==> config.mk <==
export PLATFORM = sky130hd
export DESIGN_NAME = fsm_table_sweeper
export DESIGN_NICKNAME = d
export VERILOG_FILES = /design/src/rtl/fsm_sweep_pkg.sv /design/src/rtl/fsm_reach_step.sv /design/src/rtl/fsm_table_sweeper.sv
export SDC_FILE = /design/constraint.sdc
export NUM_CORES = 1
export LEC_CHECK = 0
export ABC_AREA = 1
export CAP_MARGIN = 20
export CORE_MARGIN = 4
export CORE_UTILIZATION = 41
export CTS_BUF_LIST = sky130_fd_sc_hd__clkbuf_8
export CTS_CLUSTER_SIZE = 20
export DETAILED_ROUTE_END_ITERATION = 12
export HOLD_SLACK_MARGIN = 0.03
export SYNTH_ARGS = -nofsm -noshare
export SYNTH_HDL_FRONTEND = slang
export SYNTH_HIERARCHICAL = 1
export SYNTH_SLANG_ARGS = --single-unit
==> constraint.sdc <==
create_clock -name clk -period 3.6 [get_ports clk]
set_clock_uncertainty 0.15 [all_clocks]
set_input_delay 0.72 -clock clk [delete_from_list [all_inputs] [get_ports clk]]
set_output_delay 0.72 -clock clk [all_outputs]
set_load 0.05 [all_outputs]
==> src/rtl/fsm_sweep_pkg.sv <==
// Shared types and widths for the FSM table sweeper.
// These widths are fixed for the 4-state / 2-bit-input / 1-output Moore blocks.
package fsm_sweep_pkg;

  typedef enum logic [1:0] {
    IDLE  = 2'd0,
    SWEEP = 2'd1,
    REACH = 2'd2,
    DONE  = 2'd3
  } sweep_state_t;

  localparam int NUM_STATES  = 4;
  localparam int NUM_INPUTS  = 4;
  localparam int STATE_W     = 2;
  localparam int IN_W        = 2;
  localparam int IDX_W       = 4;
  localparam int TBL_W       = 32;
  // With 4 states, three closure steps from {0} always reach the fixpoint.
  localparam int REACH_ITERS = 3;

endpackage

==> src/rtl/fsm_reach_step.sv <==
// One reachability closure step: adds every successor of every currently reachable state.
module fsm_reach_step
  import fsm_sweep_pkg::*;
(
  input  logic [NUM_STATES-1:0] reach,
  input  logic [TBL_W-1:0]      tbl_next,
  output logic [NUM_STATES-1:0] reach_next
);

  always_comb begin
    reach_next = reach;
    for (int s = 0; s < NUM_STATES; s++) begin
      for (int i = 0; i < NUM_INPUTS; i++) begin
        if (reach[s]) begin
          reach_next[tbl_next[STATE_W*(NUM_INPUTS*s + i) +: STATE_W]] = 1'b1;
        end
      end
    end
  end

endmodule

==> src/rtl/fsm_table_sweeper.sv <==
// Sweeps all (state, in_) pairs through an attached comb Moore FSM, captures its table,
// checks the Moore property and computes the set of states reachable from state 0.
module fsm_table_sweeper
  import fsm_sweep_pkg::*;
(
  input  logic                  clk,
  input  logic                  reset,
  input  logic                  start,
  output logic                  busy,
  output logic                  done,
  output logic [STATE_W-1:0]    dut_state,
  output logic [IN_W-1:0]       dut_in_,
  input  logic [STATE_W-1:0]    dut_state_next,
  input  logic                  dut_out,
  output logic [TBL_W-1:0]      tbl_next,
  output logic [NUM_STATES-1:0] tbl_out,
  output logic                  moore_err,
  output logic [NUM_STATES-1:0] reach
);

  sweep_state_t          state;
  logic [IDX_W-1:0]      idx;
  logic [1:0]            reach_cnt;
  logic [NUM_STATES-1:0] reach_next;

  fsm_reach_step u_reach_step (
    .reach      (reach),
    .tbl_next   (tbl_next),
    .reach_next (reach_next)
  );

  // {dut_state, dut_in_} always equals idx during SWEEP, so the capture slot is idx itself.
  always_ff @(posedge clk or posedge reset) begin
    if (reset) begin
      state     <= IDLE;
      idx       <= '0;
      reach_cnt <= '0;
      busy      <= 1'b0;
      done      <= 1'b0;
      dut_state <= '0;
      dut_in_   <= '0;
      tbl_next  <= '0;
      tbl_out   <= '0;
      moore_err <= 1'b0;
      reach     <= '0;
    end else begin
      case (state)
        IDLE: begin
          if (start) begin
            state     <= SWEEP;
            busy      <= 1'b1;
            idx       <= '0;
            dut_state <= '0;
            dut_in_   <= '0;
            tbl_next  <= '0;
            tbl_out   <= '0;
            moore_err <= 1'b0;
            reach     <= '0;
          end
        end

        SWEEP: begin
          tbl_next[{idx, 1'b0} +: STATE_W] <= dut_state_next;
          if (idx[1:0] == 2'd0) begin
            tbl_out[idx[3:2]] <= dut_out;
          end else if (dut_out != tbl_out[idx[3:2]]) begin
            moore_err <= 1'b1;
          end

          if (&idx) begin
            state                <= REACH;
            idx                  <= '0;
            {dut_state, dut_in_} <= '0;
            reach                <= NUM_STATES'(1);
            reach_cnt            <= '0;
          end else begin
            idx                  <= idx + 1'b1;
            {dut_state, dut_in_} <= idx + 1'b1;
          end
        end

        REACH: begin
          reach     <= reach_next;
          reach_cnt <= reach_cnt + 1'b1;
          if (reach_cnt == 2'(REACH_ITERS - 1)) begin
            state <= DONE;
            busy  <= 1'b0;
            done  <= 1'b1;
          end
        end

        DONE: begin
          done  <= 1'b0;
          state <= IDLE;
        end

        default: state <= IDLE;
      endcase
    end
  end

endmodule

## Word-level counts from Yosys, hierarchy flattened

Cells that the tools add are included.

| cells by class | value |
|---|---|
| add/sub/neg operators | 3 |
| order comparisons | 34 |
| equality and inequality tests | 11 |
| shifts and indexed selects | 2 |
| multiplexer cells | 83 |
| bitwise operators | 16 |
| reductions and logical operators | 33 |

Operator list:

| kind | number |
|---|---|
| 4-bit two-way mux | 20 |
| 4-bit bitwise OR | 16 |
| 32-bit case mux with 2 select lines | 1 |
| 2-bit by 3-bit < comparator with 1-bit output (second input constant) | 17 |
| 1-bit demux with 2-bit select | 17 |
| 2-bit by 1-bit >= comparator with 1-bit output (second input constant) | 17 |
| 32-bit bitwise mux | 1 |
| 32-bit two-way mux | 1 |
| 2-bit by 7-bit variable shift with 32-bit output (first input constant) | 1 |
| 2-bit by 7-bit variable part select with 32-bit output | 1 |
| 1-bit two-way mux | 24 |
| 1-bit logical AND | 17 |
| 4-bit case mux with 2 select lines | 2 |
| 2-bit two-way mux | 7 |
| 2-bit != test (second input constant) | 6 |
| 2-bit case mux with 2 select lines | 3 |
| 4-bit case mux with 3 select lines | 1 |
| 3-bit AND reduction | 4 |
| 2-bit case mux with 4 select lines | 1 |
| 4-bit AND reduction | 2 |
| 2-bit nonzero test | 4 |
| 5-bit negation with 7-bit output | 1 |
| 2-bit == test (second input constant) | 3 |
| 1-bit case mux with 2 select lines | 3 |
| other kinds (9) | 12 |

| storage, ports and cells | value |
|---|---|
| register bits after elaboration | 55 |
| input bits | 6 |
| output and inout bits | 47 |
| logic and storage cells | 193 |

## Longest topological paths before layout

| logic depth | value |
|---|---|
| depth in word-level cells | 37 |
| mapped depth | 11 |

## Hierarchy

The synthesis kept the hierarchy.

By module, submodules not included:

| module | times used | cells an instance | area each (um^2) |
|---|---|---|---|
| fsm_table_sweeper | 1 | 333 | 2710.1 |
| fsm_reach_step | 1 | 106 | 449.2 |

## Least setup slack after synthesis

Ideal clock, no wire load.

| path | value |
|---|---|
| path type | flip-flop to flip-flop |
| start | register dut_in_[0] (netlist name) |
| end | register tbl_next[11] |
| setup time | 0.124 ns |
| arrival | 1.890 ns |
| setup slack | 1.437 ns |
| cell stages (with the launch flop) | 11 |
| clock period less this slack | 2.163 ns |
| cells stage by stage | dfrtp_1 inv_2 ha_1 inv_1 nand2_1 nand2_2 nand2_2 nor2_4 nand2_2 nand3_1 o21ai_1 |

RTL lines:

| element | line | RTL |
|---|---|---|
| end signal: indexed assignment | fsm_table_sweeper.sv:63 | `tbl_next[{idx, 1'b0} +: STATE_W] <= dut_state_next;` |
| end: declaration | fsm_table_sweeper.sv:15 | `output logic [TBL_W-1:0] tbl_next,` |

## Final worst setup path

| path | value |
|---|---|
| start | register state[1] |
| end | register dut_state[0] |

| on the way | value |
|---|---|
| longest elaborated chain between the ends | 3 |

Ends and longest elaborated chain:

| element | line | RTL |
|---|---|---|
| start: declaration | fsm_table_sweeper.sv:21 | `sweep_state_t state;` |
| start signal: assignment | fsm_table_sweeper.sv:35 | `state <= IDLE;` |
| start signal: assignment | fsm_table_sweeper.sv:50 | `state <= SWEEP;` |
| start signal: assignment | fsm_table_sweeper.sv:71 | `state <= REACH;` |
| 2-bit by 1-bit == test with 1-bit output / 2-bit zero test (equally long branches) | fsm_table_sweeper.sv:47 | `case (state)` |
| 2-bit nonzero test (no source line) / 2-bit != test (equally long branches) | -- |  |
| 2-bit AND reduction (no source line) | -- |  |
| end signal: assignment | fsm_table_sweeper.sv:78 | `{dut_state, dut_in_} <= idx + 1'b1;` |
| end: declaration | fsm_table_sweeper.sv:11 | `output logic [STATE_W-1:0] dut_state,` |

Parallel ways exist; a longest one is shown, timed or not.
A chain may end at the register's enable or synchronous reset.

==> impl_metrics.prom <==
# TYPE chip_impl_metric gauge
chip_impl_metric{name="io_pins",unit=""} 53
chip_impl_metric{name="timing.final.crit_share",unit="%"} 74.99
chip_impl_metric{name="power_leakage",unit="nW"} 1.771
chip_impl_metric{name="antenna_cells_inserted",unit=""} 0
chip_impl_metric{name="placed_cells",unit=""} 581
chip_impl_info{name="path_class",value="reg -> reg"} 1
chip_impl_info{name="hold_path.startpoint",value="done"} 1
chip_impl_info{name="cell_seen_most_often_among_critical_path_stages",value="sky130_fd_sc_hd__inv_1"} 1
chip_impl_metric{name="finalHoldViolCount",unit=""} 0
chip_impl_info{name="critical-path-top-delay-family",value="compound AO/OA/AOI/OAI gates"} 1
chip_impl_metric{name="overflow",unit=""} 0
chip_impl_metric{name="ctsLongestPathBuffers",unit=""} 2
chip_impl_metric{name="number_of_antenna_violations_at_the_first_check_in_global_routing",unit=""} 0
chip_impl_metric{name="ff_latch_area",unit="µm²"} 1276
chip_impl_metric{name="dpl.hpwl",unit="µm"} 6357
chip_impl_metric{name="worstPathBufferInverterCount",unit=""} 3
chip_impl_metric{name="worstPathRequired",unit="ps"} 3670
chip_impl_metric{name="postSynth.asyncResetShare",unit="%"} 100.0
chip_impl_info{name="rr_startpoint",value="state[1]"} 1
chip_impl_metric{name="hold_path_depth",unit=""} 2
chip_impl_metric{name="synth_seq_cells",unit=""} 51
chip_impl_metric{name="clk-insertion-delay-late",unit="ps"} 300
chip_impl_metric{name="syn-num-nets",unit=""} 454
chip_impl_metric{name="dieWidth",unit="µm"} 95.78
chip_impl_metric{name="grt_pass1_wl",unit="µm"} 13770
chip_impl_info{name="critical_path_startpoint_category",value="flop"} 1
chip_impl_metric{name="post_cts.resized_instances",unit=""} 0
chip_impl_metric{name="tightest_slew",unit="ps"} 718.7
chip_impl_metric{name="synth_cell_types",unit=""} 30
chip_impl_metric{name="fraction_of_layout_instances_using_a_drive_strength_above_1",unit="%"} 8.180
chip_impl_metric{name="total_cts_buffers",unit=""} 5
chip_impl_metric{name="die_height",unit="µm"} 95.78
chip_impl_metric{name="max-slew-margin-rel",unit="%"} 52.09
chip_impl_metric{name="viasPerCell",unit=""} 5.020
chip_impl_info{name="tritoncts_clock_tree",value="done"} 1
chip_impl_info{name="hold-path-endpoint",value="done"} 1
chip_impl_info{name="crit_path_cell_trace",value="inv_1 -> ha_1 -> o21ai_2 -> inv_2 -> nand2_4 -> inv_1 -> nor3_1"} 1
chip_impl_metric{name="regToRegSetupSlack",unit="ps"} 900
chip_impl_metric{name="drt_first_iter_violations",unit=""} 221
chip_impl_metric{name="worst_r2r_path_depth",unit=""} 7
chip_impl_metric{name="synth.yosys.warnings",unit=""} 6
chip_impl_info{name="rsz0062_at_grt",value="no"} 1
chip_impl_metric{name="placementRows",unit=""} 31
chip_impl_metric{name="die_area",unit="µm²"} 9174
chip_impl_metric{name="min_period",unit="ps"} 2700
chip_impl_metric{name="routed-via-count",unit=""} 2952
chip_impl_metric{name="wl_per_cell",unit="µm"} 14.09
chip_impl_metric{name="cts.htree.levels",unit=""} 2
chip_impl_metric{name="cell_count_after_synthesis",unit=""} 439
chip_impl_info{name="run_status",value="complete, no violations"} 1
chip_impl_metric{name="finalWirelength",unit="µm"} 8286
chip_impl_metric{name="first_global_vias",unit=""} 2801
chip_impl_metric{name="power_density",unit="nW/µm²"} 625.6
chip_impl_metric{name="finalWeightedCongestion",unit=""} 0.8461
chip_impl_info{name="endpoint_kind",value="flop"} 1
chip_impl_metric{name="synth_enable_flop_cells",unit=""} 0
chip_impl_metric{name="numClockSinks",unit=""} 51
chip_impl_metric{name="max_stage_delay",unit="ps"} 600
chip_impl_metric{name="largest_net_degree_at_the_start_of_global_routing",unit=""} 39
chip_impl_info{name="worst_r2r_endpoint",value="dut_state[0]"} 1
chip_impl_metric{name="ant_nets",unit=""} 0
chip_impl_metric{name="syn2layout_area_growth",unit="%"} 20.83
chip_impl_metric{name="core_box_area",unit="µm²"} 7370
chip_impl_metric{name="grt.total_usage",unit="%"} 19.31
chip_impl_metric{name="nets",unit=""} 504
chip_impl_metric{name="drt_pass1_iterations",unit=""} 4
chip_impl_metric{name="area_of_the_multi_input_gates",unit="µm²"} 1551
chip_impl_metric{name="seq_area_frac_synth",unit="%"} 40.40
chip_impl_info{name="hold_path_class",value="reg -> reg"} 1
chip_impl_metric{name="netlist_area",unit="µm²"} 3159
chip_impl_metric{name="setup_viol",unit=""} 0
chip_impl_info{name="startpoint",value="state[1]"} 1
chip_impl_info{name="slowest_stage",value="sky130_fd_sc_hd__o21ai_2"} 1
chip_impl_info{name="clock-root-buffer",value="sky130_fd_sc_hd__clkbuf_8"} 1
chip_impl_metric{name="critical_path_maximum_fanout",unit=""} 34
chip_impl_metric{name="vdd.ir_drop.worst",unit="µV"} 407.2
chip_impl_metric{name="timing.fmax",unit="GHz"} 0.3704
chip_impl_metric{name="clkTransAtPathRegs",unit="ps"} 90
chip_impl_metric{name="instances_no_fill",unit=""} 588
chip_impl_metric{name="remaining_drc_errors",unit=""} 0
chip_impl_metric{name="totalNegativeSetupSlack",unit="ps"} 0
chip_impl_info{name="synth_top_flop_cell",value="sky130_fd_sc_hd__dfrtp_1"} 1
chip_impl_metric{name="hold_buffers",unit=""} 0
chip_impl_metric{name="cap_viol_max_count",unit=""} 0
chip_impl_metric{name="placement.io_buffers",unit=""} 52
chip_impl_metric{name="syn-mean-instance-area",unit="µm²"} 7.197
chip_impl_metric{name="postCtsSetupBuffers",unit=""} 0
chip_impl_metric{name="critical_path_arrival",unit="ps"} 2770
chip_impl_metric{name="timing.final.max_slew_violations",unit=""} 0
chip_impl_metric{name="n_fill_cell",unit=""} 754
chip_impl_metric{name="starting_density_of_the_core",unit="%"} 42.87
[per-stage QoR]
step / power (mW) / cell area [µm²] / setup slack [ps] / utilization [%] / hold WS, ps
global route: 2.579 / 3817 / 621.9 / 51.80 / 397.1
finish: 2.388 / 3817 / 900.2 / 51.80 / 357.6
global placement: 2.035 / 3730 / 949.3 / 50.61 / 350.1
detailed placement: 2.051 / 3730 / 903.5 / 50.61 / 336.8
floorplan: 1.804 / 3159 / 1437 / - / 356.7
CTS: 2.390 / 3817 / 915.4 / 51.80 / 363.7
[synth_stat cells, types with 2 or more instances]
cell,n,area (µm²)
sky130_fd_sc_hd__a21oi_1,13,65.06
sky130_fd_sc_hd__a21oi_2,2,17.52
sky130_fd_sc_hd__buf_2,2,10.01
sky130_fd_sc_hd__buf_4,5,37.54
sky130_fd_sc_hd__buf_6,3,33.78
sky130_fd_sc_hd__dfrtp_1,51,1276
sky130_fd_sc_hd__ha_1,9,112.6
sky130_fd_sc_hd__inv_1,58,217.7
sky130_fd_sc_hd__inv_2,7,26.28
sky130_fd_sc_hd__nand2_1,112,420.4
sky130_fd_sc_hd__nand2_2,9,56.30
sky130_fd_sc_hd__nand2_4,2,22.52
sky130_fd_sc_hd__nand3_1,55,275.3
sky130_fd_sc_hd__nand3_2,2,20.02
sky130_fd_sc_hd__nand4_1,13,81.33
sky130_fd_sc_hd__nor2_1,31,116.4
sky130_fd_sc_hd__nor2_2,3,18.77
sky130_fd_sc_hd__nor2_4,2,22.52
sky130_fd_sc_hd__nor3_1,4,20.02
sky130_fd_sc_hd__o21ai_0,27,135.1
sky130_fd_sc_hd__o21ai_1,19,95.09
sky130_fd_sc_hd__o21bai_1,2,15.01
[area by class of cell]
type | instances | share of cell area (%)
multi-input cells | 312 | 40.64
flip-flops and latches | 51 | 33.43
repair buffers | 53 | 13.83
inverters | 66 | 6.555
well taps | 99 | 3.245
clock buffers | 6 | 2.163
clock inverters | 1 | 0.1311
[worst max-delay path by stage]
stage	end	slack (ps)	cells past startpoint
after floorplan	tbl_next[11]	1440	10
after global placement	dut_state[0]	950	8
after detailed placement	dut_state[0]	900	8
after CTS	dut_state[0]	920	7
after global routing	dut_state[0]	620	7
final	dut_state[0]	900	7
[cell usage in the layout, fill, tap and decap left out, drive strengths merged, types with 5 or more instances in the layout]
cell,instances
nand2,123
inv,66
nand3,57
clkdlybuf4s50,52
dfrtp,51
o21ai,47
nor2,36
a21oi,15
nand4,14
ha,9
clkbuf,6
nor3,5
[metal layers]
layer,vias to the layer above,wire length (µm),global-route usage (%)
li1,1521,-,-
met1,1372,4012,26.54
met2,53,3941,32.43
met3,6,265,2.815
met4,0,67,3.910
met5,-,0,0
[logic make-up after synthesis]
| family | synth area share (%) |
|---|---|
| AOI/OAI and AO/OA | 11.09 |
| adders and majority gates | 3.564 |
| buffers and inverters | 10.50 |
| DFF | 40.40 |
| and+or+nand+nor | 34.46 |
[worst min-delay path: cells and delay by family (launching register included)]
family	cells	cell delay [ps]
buffers and inverters	1	50
DFF	1	350
AOI/OAI and AO/OA	1	80
[where the power goes]
part           total, mW  internal (mW)  switching [mW]
clock network      0.339          0.151           0.187
logic               1.32          0.345           0.972
registers          0.732          0.647          0.0850
total               2.39           1.14            1.25
[flip-flops by register name (all words and copies together), names as in the netlist]
signal	count
dut_in_	1
state	2
moore_err	1
dut_state	2
reach_cnt	2
tbl_next	32
idx	1
reach	4
done	1
busy	1
tbl_out	4
(Power assumes the default switching activity.)
